### src/rtl/decode_pkg.sv
// Shared definitions for the RV32I main-decode stage: opcodes, ALU-op
// encodings, immediate formats and the packed control bundle.
package decode_pkg;

    localparam logic [6:0] OP_R      = 7'b0110011;
    localparam logic [6:0] OP_I      = 7'b0010011;
    localparam logic [6:0] OP_LOAD   = 7'b0000011;
    localparam logic [6:0] OP_STORE  = 7'b0100011;
    localparam logic [6:0] OP_BRANCH = 7'b1100011;
    localparam logic [6:0] OP_JAL    = 7'b1101111;
    localparam logic [6:0] OP_JALR   = 7'b1100111;
    localparam logic [6:0] OP_LUI    = 7'b0110111;
    localparam logic [6:0] OP_AUIPC  = 7'b0010111;

    localparam logic [1:0] ALUOP_ADD = 2'b00;
    localparam logic [1:0] ALUOP_BR  = 2'b01;
    localparam logic [1:0] ALUOP_R   = 2'b10;
    localparam logic [1:0] ALUOP_I   = 2'b11;

    typedef enum logic [2:0] {
        FMT_NONE,
        FMT_I,
        FMT_S,
        FMT_B,
        FMT_U,
        FMT_J
    } imm_fmt_e;

    typedef struct packed {
        logic       regwrite;
        logic       alusrc;
        logic       memread;
        logic       memwrite;
        logic       memtoreg;
        logic       branch;
        logic       jump;
        logic [1:0] aluop;
        logic       illegal;
    } ctrl_t;

endpackage

### src/rtl/decode_stage_imm_gen.sv
// Combinational immediate generator: selects the RV32I immediate layout
// for the given format and sign-extends it from instr[31] to XLEN.
module imm_gen
    import decode_pkg::*;
#(
    parameter int unsigned XLEN = 32
) (
    input  logic [31:0]     instr_i,
    input  imm_fmt_e        fmt_i,
    output logic [XLEN-1:0] imm_o
);

    logic [31:0] imm32;

    // Assemble the 32-bit immediate for the selected format.
    always_comb begin
        imm32 = '0;
        unique case (fmt_i)
            FMT_I:   imm32 = {{20{instr_i[31]}}, instr_i[31:20]};
            FMT_S:   imm32 = {{20{instr_i[31]}}, instr_i[31:25], instr_i[11:7]};
            FMT_B:   imm32 = {{19{instr_i[31]}}, instr_i[31], instr_i[7],
                              instr_i[30:25], instr_i[11:8], 1'b0};
            FMT_U:   imm32 = {instr_i[31:12], 12'h000};
            FMT_J:   imm32 = {{11{instr_i[31]}}, instr_i[31], instr_i[19:12],
                              instr_i[20], instr_i[30:21], 1'b0};
            default: imm32 = '0;
        endcase
    end

    // Signed cast replicates bit 31 out to the full datapath width.
    assign imm_o = XLEN'($signed(imm32));

endmodule

### src/rtl/decode_stage.sv
// Registered RV32I main-decode stage with valid/ready handshake, flush,
// illegal-opcode flagging and a saturating illegal-instruction counter.
module decode_stage
    import decode_pkg::*;
#(
    parameter int unsigned XLEN      = 32,
    parameter int unsigned ILL_CNT_W = 8
) (
    input  logic                 clk_i,
    input  logic                 rst_i,
    input  logic [31:0]          instr_i,
    input  logic                 valid_i,
    output logic                 ready_o,
    input  logic                 flush_i,
    input  logic                 ready_i,
    output logic                 valid_o,
    output logic                 regwrite_o,
    output logic                 alusrc_o,
    output logic                 memread_o,
    output logic                 memwrite_o,
    output logic                 memtoreg_o,
    output logic                 branch_o,
    output logic                 jump_o,
    output logic [1:0]           aluop_o,
    output logic [4:0]           rd_o,
    output logic [4:0]           rs1_o,
    output logic [4:0]           rs2_o,
    output logic [XLEN-1:0]      imm_o,
    output logic                 illegal_o,
    output logic [ILL_CNT_W-1:0] ill_cnt_o
);

    ctrl_t                ctrl_d, ctrl_q;
    imm_fmt_e             fmt_d;
    logic [XLEN-1:0]      imm_d, imm_q;
    logic [4:0]           rd_q, rs1_q, rs2_q;
    logic                 valid_q;
    logic [ILL_CNT_W-1:0] ill_cnt_q;
    logic                 accept;

    assign ready_o = !valid_q | ready_i;
    // Flush drops the incoming instruction, so it never counts as accepted.
    assign accept  = valid_i & ready_o & !flush_i;

    // Main opcode decode into the control bundle and immediate format.
    always_comb begin
        ctrl_d = '0;
        fmt_d  = FMT_NONE;
        unique case (instr_i[6:0])
            OP_R: begin
                ctrl_d.regwrite = 1'b1;
                ctrl_d.aluop    = ALUOP_R;
            end
            OP_I: begin
                ctrl_d.regwrite = 1'b1;
                ctrl_d.alusrc   = 1'b1;
                ctrl_d.aluop    = ALUOP_I;
                fmt_d           = FMT_I;
            end
            OP_LOAD: begin
                ctrl_d.regwrite = 1'b1;
                ctrl_d.alusrc   = 1'b1;
                ctrl_d.memread  = 1'b1;
                ctrl_d.memtoreg = 1'b1;
                fmt_d           = FMT_I;
            end
            OP_STORE: begin
                ctrl_d.alusrc   = 1'b1;
                ctrl_d.memwrite = 1'b1;
                fmt_d           = FMT_S;
            end
            OP_BRANCH: begin
                ctrl_d.branch   = 1'b1;
                ctrl_d.aluop    = ALUOP_BR;
                fmt_d           = FMT_B;
            end
            OP_JAL: begin
                ctrl_d.regwrite = 1'b1;
                ctrl_d.alusrc   = 1'b1;
                ctrl_d.jump     = 1'b1;
                fmt_d           = FMT_J;
            end
            OP_JALR: begin
                ctrl_d.regwrite = 1'b1;
                ctrl_d.alusrc   = 1'b1;
                ctrl_d.jump     = 1'b1;
                fmt_d           = FMT_I;
            end
            OP_LUI, OP_AUIPC: begin
                ctrl_d.regwrite = 1'b1;
                ctrl_d.alusrc   = 1'b1;
                fmt_d           = FMT_U;
            end
            default: ctrl_d.illegal = 1'b1;
        endcase
        // Writes to x0 are architecturally discarded.
        if (instr_i[11:7] == 5'd0) begin
            ctrl_d.regwrite = 1'b0;
        end
    end

    imm_gen #(
        .XLEN (XLEN)
    ) u_imm_gen (
        .instr_i (instr_i),
        .fmt_i   (fmt_d),
        .imm_o   (imm_d)
    );

    // Output register, handshake state and saturating illegal counter.
    always_ff @(posedge clk_i) begin
        if (rst_i) begin
            valid_q   <= 1'b0;
            ctrl_q    <= '0;
            imm_q     <= '0;
            rd_q      <= '0;
            rs1_q     <= '0;
            rs2_q     <= '0;
            ill_cnt_q <= '0;
        end else if (flush_i) begin
            valid_q <= 1'b0;
        end else if (accept) begin
            valid_q <= 1'b1;
            ctrl_q  <= ctrl_d;
            imm_q   <= imm_d;
            rd_q    <= instr_i[11:7];
            rs1_q   <= instr_i[19:15];
            rs2_q   <= instr_i[24:20];
            if (ctrl_d.illegal && (ill_cnt_q != '1)) begin
                ill_cnt_q <= ill_cnt_q + ILL_CNT_W'(1);
            end
        end else if (ready_i) begin
            valid_q <= 1'b0;
        end
    end

    assign valid_o    = valid_q;
    assign regwrite_o = ctrl_q.regwrite;
    assign alusrc_o   = ctrl_q.alusrc;
    assign memread_o  = ctrl_q.memread;
    assign memwrite_o = ctrl_q.memwrite;
    assign memtoreg_o = ctrl_q.memtoreg;
    assign branch_o   = ctrl_q.branch;
    assign jump_o     = ctrl_q.jump;
    assign aluop_o    = ctrl_q.aluop;
    assign illegal_o  = ctrl_q.illegal;
    assign rd_o       = rd_q;
    assign rs1_o      = rs1_q;
    assign rs2_o      = rs2_q;
    assign imm_o      = imm_q;
    assign ill_cnt_o  = ill_cnt_q;

endmodule

### config.mk
export PLATFORM = sky130hd
export DESIGN_NAME = decode_stage
export DESIGN_NICKNAME = d
export VERILOG_FILES = /design/src/rtl/decode_pkg.sv /design/src/rtl/decode_stage_imm_gen.sv /design/src/rtl/decode_stage.sv
export SDC_FILE = /design/constraint.sdc
export NUM_CORES = 1
export LEC_CHECK = 0
export BUFFER_PORTS_ARGS = -buffer_cell sky130_fd_sc_hd__buf_4
export CORE_MARGIN = 2
export CORE_UTILIZATION = 30
export DETAILED_ROUTE_END_ITERATION = 10
export SYNTH_ARGS = -nofsm -noshare
export SYNTH_HDL_FRONTEND = slang
export SYNTH_SLANG_ARGS = --single-unit
### constraint.sdc
create_clock -name clk_i -period 3.7 [get_ports clk_i]
set_input_delay 0.555 -clock clk_i [delete_from_list [all_inputs] [get_ports clk_i]]
set_output_delay 0.555 -clock clk_i [all_outputs]
set_load 0.005 [all_outputs]
==> results.toml <==
[sta]
tns_ns = 0
fmax_mhz = 431.7
finalSetupViolCount = 0
slew_violations = 0
grt_setup_unrepaired = "no"
fin_ws_ns = 1.384
post-route-period-util_pct = 62.61
relSlewSlack_pct = 34.85
finalHoldViolCount = 0
max_slew.worst_pin.slew_ns = 0.9708
skew_ns = 0.01214
finalCriticalPeriod_ns = 2.316

[synth]
netlist_instances = 344
synth_warnings = 0
syn_avg_cell_area_um2 = 8.049
synth_top_area_share_pct = 47.00
ys_async_sr_fraction_pct = 0
netlist_top_cells_count = "nand2_1, dfxtp_1, a21oi_1"
synthMostInstantiatedCell = "nand2_1"
ys.flop_type = "dfxtp_1"
synth-seq-cells = 65
synth_edf_count = 0
yosysSeqAreaShare_pct = 47.00
synth_area_mm2 = 0.002769
syn-num-nets = 382
netlist_top_cells_area = "dfxtp_1, nand2_1, a21oi_1"
yosysUniqueCellTypes = 57
synth_top_cell_by_area = "dfxtp_1"

[worst_setup_path]
r2r_start = "valid_o"
crit_arrival_ns = 2.53
critPathMaxFanout = 14
critPathKind = "in2reg"
critPathLaunch = "instr_i[3]"
cp_data_required_time_ns = 3.91
rr_worst_depth = 6
crit_path_end_kind = "register"
worst_setup_path_start_kind = "primary input"

[pwr]
cellInternalPower_uw = 1170
peakVddDrop_mv = 0.1821
seq_power_share_pct = 46.6
pwr-share-clk_pct = 44.9
p_leak_uw = 0.001495
swShare_pct = 24.15
power.density_mw_per_mm2 = 403.3
power_frac_comb_pct = 8.6
power_switching_uw = 372.5

[layout]
syn_to_final_growth_pct = 38.14
diodes = 0
fillers = 970
layout-drive-gt1-share_pct = 29.48
finalNonFillerCells = 552
layout.nets = 474

[route]
drtIter0Drc = 106
vias = 2788
drc = 0
drt-wirelength-per-cell_um = 14.62
detail-route-antenna-nets = 0
vias_per_cell = 5.051
drt-pass1-iter-count = 4
drt_wl_total_um = 8072

[floorplan]
die_h_um = 100.1
fp.dieArea_mm2 = 0.01001
io_pins = 104
num_rows = 35
coreArea_mm2 = 0.009109
die_w_um = 100.1
initial_core_util_pct = 30.40

[outcome]
status = "complete, no violations"

[clock_tree]
insertion_delay_ns = 0.35
h-tree-depth = 3
cts_resized = 0
cts_sinks = 65
cts_made_buffers = 9
hold_buffers = 0
clk_pin_slew_worst_paths_ns = 0.08
cts_max_path_buffers = 2
root_buffer = "clkbuf_8"
post-cts-setup-buffers = 0
tritoncts = "built"

[global_route]
grt_pass1_vias = 2563
antenna_found_initial = 0
grtUsageTotal_pct = 16.33
grt_max_degree = 56
grt_first_pass_wirelength_um = 12900
gr-total-overflow = 0

[worst_hold_path]
hold_depth = 2
hp-start = "flush_i"
hold_path_class = "in2reg"

[place]
pre_cts_slack_ns = 0.9724
gp_congestion = 0.8989
hpwl_um = 5698
portBuffers = 103
placed_cells = 536

[run]
drv_cap = 0
## metrics by stage
| step | util [%] | hold WS, ns | cell area [um^2] | power [uW] |
|---|---|---|---|---|
| after global placement | 39.48 | 0.4390 | 3596 | 865.5 |
| after detailed placement | 39.48 | 0.4437 | 3596 | 867.5 |
| final | 41.99 | 0.4006 | 3825 | 1543 |
| after global routing | 41.99 | 0.4012 | 3825 | 1608 |
| after CTS | 41.99 | 0.3814 | 3825 | 1561 |
| after floorplan | - | 0.4482 | 2769 | 795.6 |
## critical path: stages
cell	delay [ns]
buf_4	0.10
nand4bb_1	0.31
o22ai_1	0.18
o21ai_1	0.78
or2_1	0.44
o21ai_0	0.16
## layout by cell type, fill, tap and decap left out, drive strengths merged, types with 2 or more instances in the layout
cell / count
a21o: 12
a21oi: 48
a22oi: 10
and3: 2
buf: 105
bufinv: 2
clkbuf: 10
clkinv: 4
dfxtp: 65
inv: 2
nand2: 79
nand2b: 2
nand3: 6
nand3b: 2
nor2: 24
nor3: 10
nor4: 5
o21ai: 18
or2: 2
or4: 2
xnor2: 2
## path summary, 6_finish.rpt
path | end | slack (ns)
max | imm_o[16] | 1.38
min | valid_o | 0.40
max reg2reg | ill_cnt_o[6] | 1.41
min reg2reg | imm_o[13] | 0.45
## state kept, by name, indices dropped and copies added (netlist names), 2 cells and up
register   count
aluop_o        2
ill_cnt_o      8
imm_o         32
rd_o           5
rs1_o          5
rs2_o          5
## logic make-up after synthesis
family,Yosys count,synth area share [%]
AOI/OAI and AO/OA,104,23.09
xor gates and xnor gates,2,0.6327
adders and majority gates,1,0.4518
buffers and inverters,26,4.067
DFF,65,47.00
muxes,2,0.7682
and+or+nand+nor,144,23.99
## routing by layer
metal / track usage, % / vias to the layer above / routed length [um]
met4: 6.533 / 0 / 144
met1: 22.28 / 1289 / 3828
met2: 23.91 / 94 / 3526
li1: - / 1386 / -
met3: 5.292 / 19 / 573
met5: 0 / - / 0
## final cells by class
type / count / area (um^2) / share of cell area, %
repair buffers: 105 / 788.3 / 20.61
well taps: 111 / 138.9 / 3.631
clock inverters: 6 / 91.34 / 2.388
clock buffers: 10 / 137.6 / 3.598
flip-flops and latches: 65 / 1301 / 34.02
inverters: 2 / 7.507 / 0.1963
multi-input cells: 253 / 1360 / 35.56
## power groups by stage
stage	combinational, uW	clock (uW)	sequential (uW)
finish	132	693	718
global route	146	742	720
CTS	133	710	718
detailed placement	133	0	735
global placement	131	0	734
floorplan	60.8	0	735
(Power assumes the default switching activity.)
